==> src/rtl/div_unit_pkg.sv <==
// Shared constants for the execute-stage divider: state codes, handshake
// levels, bus widths and a small two's-complement helper.
package div_unit_pkg;

    // Bus widths
    localparam int RegBus       = 32;
    localparam int DoubleRegBus = 64;

    localparam logic [RegBus-1:0] ZeroWord  = 32'h0000_0000;
    localparam logic              RstEnable = 1'b1;

    // Divider state codes (2-bit legacy encoding)
    localparam logic [1:0] DivFree   = 2'b00;
    localparam logic [1:0] DivByZero = 2'b01;
    localparam logic [1:0] DivOn     = 2'b10;
    localparam logic [1:0] DivEnd    = 2'b11;

    // Request / completion levels
    localparam logic DivStart          = 1'b1;
    localparam logic DivStop           = 1'b0;
    localparam logic DivResultReady    = 1'b1;
    localparam logic DivResultNotReady = 1'b0;

    // Two's-complement negation of a register-width word
    function automatic logic [RegBus-1:0] twos_neg(input logic [RegBus-1:0] v);
        return ~v + 32'd1;
    endfunction

endpackage

==> src/rtl/div_unit_if.sv <==
// Request/response bundle between the execute stage and the divider.
//
// Handshake: the execute stage raises start_i with operands valid and keeps
// start_i and the operands stable until it sees ready_o=1; ready_o then stays
// high with result_o stable for as long as start_i is held, and the divider
// returns to idle on the first edge after start_i drops. annul_i cancels any
// operation in flight and returns the divider to idle with outputs cleared.
interface div_unit_if;
    import div_unit_pkg::*;

    logic                    signed_div_i;
    logic [RegBus-1:0]       opdata1_i;
    logic [RegBus-1:0]       opdata2_i;
    logic                    start_i;
    logic                    annul_i;
    logic [DoubleRegBus-1:0] result_o;
    logic                    ready_o;

    modport master (
        output signed_div_i, opdata1_i, opdata2_i, start_i, annul_i,
        input  result_o, ready_o
    );

    modport slave (
        input  signed_div_i, opdata1_i, opdata2_i, start_i, annul_i,
        output result_o, ready_o
    );

endinterface

==> src/rtl/div_unit.sv <==
// Multi-cycle 32-bit signed/unsigned divider (radix-2 restoring,
// one quotient bit per cycle). result_o = {remainder, quotient}.
// Signed operands are reduced to magnitudes up front; signs are
// reapplied to the final quotient/remainder. dbg_state exposes the FSM.
module div_unit
    import div_unit_pkg::*;
#(
    parameter int WIDTH = 32
) (
    input  logic        clk,
    input  logic        rst,
    div_unit_if.slave   bus,
    output logic [1:0]  dbg_state
);

    logic [1:0]              state;
    logic [5:0]              cnt;
    logic [64:0]             dividend;
    logic [RegBus-1:0]       divisor;
    logic                    signed_lat;
    logic                    op1_neg;
    logic                    op2_neg;
    logic [DoubleRegBus-1:0] result_q;
    logic                    ready_q;

    logic [32:0]             trial;
    logic [RegBus-1:0]       quot_fin;
    logic [RegBus-1:0]       rem_fin;
    logic                    start_op1_neg;
    logic                    start_op2_neg;

    assign bus.result_o = result_q;
    assign bus.ready_o  = ready_q;
    assign dbg_state    = state;

    // Trial subtraction and sign-corrected final results
    always_comb begin
        trial    = {1'b0, dividend[63:32]} - {1'b0, divisor};
        quot_fin = (signed_lat && (op1_neg ^ op2_neg)) ? twos_neg(dividend[31:0])
                                                       : dividend[31:0];
        rem_fin  = (signed_lat && op1_neg) ? twos_neg(dividend[64:33])
                                           : dividend[64:33];
        start_op1_neg = bus.signed_div_i & bus.opdata1_i[31];
        start_op2_neg = bus.signed_div_i & bus.opdata2_i[31];
    end

    // Divider FSM: accept, iterate, deliver, hold until start drops
    always_ff @(posedge clk) begin
        if (rst == RstEnable) begin
            state      <= DivFree;
            cnt        <= 6'd0;
            ready_q    <= DivResultNotReady;
            result_q   <= '0;
            dividend   <= '0;
            divisor    <= ZeroWord;
            signed_lat <= 1'b0;
            op1_neg    <= 1'b0;
            op2_neg    <= 1'b0;
        end else begin
            case (state)
                DivFree: begin
                    ready_q  <= DivResultNotReady;
                    result_q <= '0;
                    if (bus.start_i == DivStart && !bus.annul_i) begin
                        if (bus.opdata2_i == ZeroWord) begin
                            state <= DivByZero;
                        end else begin
                            state      <= DivOn;
                            cnt        <= 6'd0;
                            signed_lat <= bus.signed_div_i;
                            op1_neg    <= bus.opdata1_i[31];
                            op2_neg    <= bus.opdata2_i[31];
                            dividend   <= {32'b0,
                                           start_op1_neg ? twos_neg(bus.opdata1_i)
                                                         : bus.opdata1_i,
                                           1'b0};
                            divisor    <= start_op2_neg ? twos_neg(bus.opdata2_i)
                                                        : bus.opdata2_i;
                        end
                    end
                end
                DivByZero: begin
                    if (bus.annul_i) begin
                        state    <= DivFree;
                        ready_q  <= DivResultNotReady;
                        result_q <= '0;
                        cnt      <= 6'd0;
                    end else begin
                        state    <= DivEnd;
                        ready_q  <= DivResultReady;
                        result_q <= '0;
                    end
                end
                DivOn: begin
                    if (bus.annul_i) begin
                        state    <= DivFree;
                        ready_q  <= DivResultNotReady;
                        result_q <= '0;
                        cnt      <= 6'd0;
                    end else if (cnt != 6'(WIDTH)) begin
                        // Borrow set: partial remainder smaller than divisor
                        if (trial[32]) begin
                            dividend <= {dividend[63:0], 1'b0};
                        end else begin
                            dividend <= {trial[31:0], dividend[31:0], 1'b1};
                        end
                        cnt <= cnt + 6'd1;
                    end else begin
                        state    <= DivEnd;
                        ready_q  <= DivResultReady;
                        result_q <= {rem_fin, quot_fin};
                        cnt      <= 6'd0;
                    end
                end
                DivEnd: begin
                    if (bus.annul_i || bus.start_i == DivStop) begin
                        state    <= DivFree;
                        ready_q  <= DivResultNotReady;
                        result_q <= '0;
                        cnt      <= 6'd0;
                    end
                end
                default: state <= DivFree;
            endcase
        end
    end

endmodule

==> src/flat_wrapper.sv <==
// flat-port wrapper written by rule: the top's interface ports become plain ports
module div_unit_flat import div_unit_pkg::*;
#(
    parameter int WIDTH = 32
)
  (clk, rst, dbg_state, bus_signed_div_i, bus_opdata1_i, bus_opdata2_i, bus_start_i, bus_annul_i, bus_result_o, bus_ready_o);
  div_unit_if bus_i ();
  input  logic clk;
  input  logic rst;
  output logic [1:0] dbg_state;
  input wire logic [$bits(bus_i.signed_div_i)-1:0] bus_signed_div_i;
  input wire logic [$bits(bus_i.opdata1_i)-1:0] bus_opdata1_i;
  input wire logic [$bits(bus_i.opdata2_i)-1:0] bus_opdata2_i;
  input wire logic [$bits(bus_i.start_i)-1:0] bus_start_i;
  input wire logic [$bits(bus_i.annul_i)-1:0] bus_annul_i;
  output wire logic [$bits(bus_i.result_o)-1:0] bus_result_o;
  output wire logic [$bits(bus_i.ready_o)-1:0] bus_ready_o;
  assign bus_i.signed_div_i = bus_signed_div_i;
  assign bus_i.opdata1_i = bus_opdata1_i;
  assign bus_i.opdata2_i = bus_opdata2_i;
  assign bus_i.start_i = bus_start_i;
  assign bus_i.annul_i = bus_annul_i;
  assign bus_result_o = bus_i.result_o;
  assign bus_ready_o = bus_i.ready_o;
  div_unit #(.WIDTH(WIDTH)) u_core (.clk(clk), .rst(rst), .bus(bus_i), .dbg_state(dbg_state));
endmodule
==> config.mk <==
export PLATFORM = sky130hd
export DESIGN_NAME = div_unit_flat
export DESIGN_NICKNAME = d
export VERILOG_FILES = /design/src/rtl/div_unit_pkg.sv /design/src/rtl/div_unit_if.sv /design/src/rtl/div_unit.sv /design/src/flat_wrapper.sv
export SDC_FILE = /design/constraint.sdc
export NUM_CORES = 1
export LEC_CHECK = 0
export ABC_AREA = 1
export CAP_MARGIN = 10
export CORE_MARGIN = 4
export CORE_UTILIZATION = 60
export CTS_BUF_LIST = sky130_fd_sc_hd__clkbuf_8
export DETAILED_ROUTE_END_ITERATION = 10
export PLACE_DENSITY = 0.84
export SYNTH_ARGS = -nofsm -noshare
export SYNTH_HDL_FRONTEND = slang
export SYNTH_SLANG_ARGS = --single-unit
==> constraint.sdc <==
create_clock -name clk -period 2.8 [get_ports clk]
set_clock_uncertainty 0.1 [all_clocks]
set_input_delay 0.7 -clock clk [delete_from_list [all_inputs] [get_ports clk]]
set_output_delay 0.7 -clock clk [all_outputs]
set_load 0.02 [all_outputs]
==> impl_metrics.tcl <==
set metrics [dict create \
    critical-path-max-stage-delay_ns 0.37 \
    tightest_slew_ns 0.735 \
    fin_crit_ns 2.64 \
    port_buffers 135 \
    synth.distinct_cells 47 \
    async_flop_share 0 \
    syn_area_um2 13100 \
    grtUsageTotal 0.340 \
    hp-class "reg -> reg" \
    dpl_cell_area_um2 15000 \
    p_per_area_nw_per_um2 729 \
    vias_per_cell 5.61 \
    design_area_um2 15400 \
    antenna_cells 0 \
    hp-start "u_core.bus.result_o[39]" \
    drv_cap 0 \
    cts_made_buffers 17 \
    grt_pass1_wl_um 67600 \
    leakage_nw 7.36 \
    drc 0 \
    rows 53 \
    totalPowerFinal_mw 11.3 \
    netlist_instances 2227 \
    dpl.cell_count 2625 \
    first_iter_violations 1828 \
    grt_pass1_vias 13400 \
    critPathMostFrequentCell "nand2_1" \
    grt_remaining_overflow 0 \
    cp_slowest_cell "fa_1" \
    worstReg2RegStart "u_core.dividend[32]" \
    cp.arrival_ns 2.88 \
    slew_headroom 0.509 \
    crit_required_ns 3.04 \
    area_growth_pct 18.2 \
    cp-start-kind "register" \
    nets 2482 \
    die_x_um 156 \
    antenna_found_initial 0 \
    boundaryPins 136 \
    root_buffer "clkbuf_8" \
    drive_gt1_frac 0.0558 \
    path_clk_slew_ns 0.11 \
    syn_avg_cell_area_um2 5.86 \
    syn-num-nets 2340 \
    fmaxAchievable_mhz 378 \
    setup_viol 0 \
    worst-setup-path-type "reg -> reg" \
    final_common_cell "nand2_1" \
    ant_nets 0 \
    drv_slew 0 \
    cts_max_path_buffers 2 \
    floorplan.initialDensity 0.616 \
    synth_warnings 0 \
    ys_ff_latch 173 \
    crit_path_end_kind "register" \
    setup_slack_ns 0.156 \
    ff2ff_path_depth 16 \
    core-area_um2 21200 \
    synth-edff-count 0 \
    ctsHoldBuffers 0 \
    crit_family "simple AND/OR/NAND/NOR gates" \
    via_count 14900 \
    post_drt_wl_per_cell_um 15.8 \
    crit_cells 16 \
    drt_wl_total_um 42000 \
    path_buf_inv 3 \
    htreeDepth 4 \
    grt_start_max_net_pins 123 \
    min_path_cells 2 \
    cts.sinks 173 \
    preCtsSetupSlack_ns -0.0766 \
    synth_seq_area_share 0.265 \
    stdcell_count 2657 \
    fin_crit_sh 0.944 \
    r2r_slack_ns 0.16 \
    insertion_delay_ns 0.47 \
    post-dp-hpwl_um 32800 \
    hold_end "u_core.bus.result_o[39]" \
    status "finished, final reports clean" \
    rsz0062_at_grt "false" \
    hold_viol 0 \
    path_max_fanout 11 \
    place_congestion 0.996 \
    fp.dieH_um 156 \
    cts_tree "built" \
    drtPass1Iterations 6 \
    die_area_um2 24200 \
    path_cells "inv_1 > ha_1 > fa_1 > inv_1 > nand2_1 > nand2_1 > nand3b_1 > nand2_1 > nand2_1 > nand2_1 > nand2_2 > nand2_1 > buf_4 > nand3_1 > nand3_1 > a21oi_1" \
    r2r_end "u_core.dividend[57]" \
    mostFrequentLayoutCells "662 x nand2_1, 313 x inv_1, 249 x nand3_1" \
    ys.flop_type "dfxtp_1" \
    vdd_ir_drop_max_mv 0.552 \
]
stage by stage:
step / setup TNS (ns) / util / hold WS [ns]
CTS: 0 / 0.727 / 0.370
floorplan: 0 / - / 0.332
global placement: 0 / 0.706 / 0.350
global route: 0 / 0.728 / 0.388
finish: 0 / 0.728 / 0.370
detailed placement: -2.26 / 0.706 / 0.354
metal layers:
| metal | track usage | vias up | part of all wire |
|---|---|---|---|
| met3 | 0.0391 | 72 | 0.089 |
| met4 | 0.0917 | 0 | 0.026 |
| met1 | 0.504 | 6706 | 0.45 |
| met2 | 0.524 | 722 | 0.44 |
| li1 | - | 7416 | - |
| met5 | 0 | - | 0 |
synthesized netlist by cell type (7+ instances only):
cell,count,area share
a21oi_1,208,0.080
nor2_1,201,0.058
nand3_1,250,0.096
inv_1,313,0.090
dfxtp_1,173,0.27
nand4_1,33,0.016
xor2_1,46,0.031
ha_1,43,0.041
o21ai_0,117,0.045
buf_2,19,0.0073
a31oi_1,7,0.0034
xnor2_1,16,0.011
clkbuf_1,46,0.013
buf_6,7,0.0060
nand2_1,663,0.19
nor3_1,12,0.0046
repair_timing:
item,CTS,global route
gates resized for setup,0,4
buffers inserted,0,0
setup endpoints to repair,0,4
flip-flops by register name (all words and copies together) (netlist names):
| name | count |
|---|---|
| u_core.dbg_state | 2 |
| u_core.bus.ready_o | 1 |
| u_core.signed_lat | 1 |
| u_core.op1_neg | 1 |
| u_core.bus.result_o | 64 |
| u_core.divisor | 32 |
| u_core.op2_neg | 1 |
| u_core.cnt | 6 |
| u_core.dividend | 65 |
cells by family (layout without fill, tap and decap cells):
kind of cell,Yosys count,count (layout),synth area share
buffers and inverters,396,551,0.121
DFF,173,173,0.265
and+or+nand+nor,1187,1187,0.383
muxes,1,1,0.000766
xor gates and xnor gates,62,62,0.0416
adders and majority gates,44,44,0.0427
AOI/OAI and AO/OA,364,364,0.146
tightest hold or removal path, stage by stage (launching register included):
cell,delay (ns)
dfxtp_1,0.32
nand2_1,0.06
a21oi_1,0.05
power by group:
part           switching [mW]  internal [mW]  total (mW)
registers               0.436           2.84        3.27
clock network            1.10          0.862        1.96
logic                    3.95           2.07        6.02
final cells by class:
| cell class | instances | area, µm² |
|---|---|---|
| multi-input cells | 1658 | 8040 |
| fillers | 1886 | 5780 |
| flip-flops and latches | 173 | 3460 |
| repair buffers | 200 | 1960 |
| inverters | 319 | 1200 |
| well taps | 275 | 344 |
| clock buffers | 17 | 234 |
| clock inverters | 15 | 214 |
worst max-delay path by stage:
stage	start	to	slack [ns]
global route	u_core.dividend[32]	u_core.dividend[57]	0.003
finish	u_core.dividend[32]	u_core.dividend[57]	0.16
global placement	bus_opdata2_i[0]	u_core.dividend[56]	0.002
detailed placement	bus_opdata2_i[0]	u_core.dividend[56]	-0.08
CTS	u_core.dividend[32]	u_core.dividend[53]	0.13
floorplan	bus_opdata2_i[1]	u_core.dividend[33]	0.47
No activity file was read; power rests on OpenSTA's default activity.
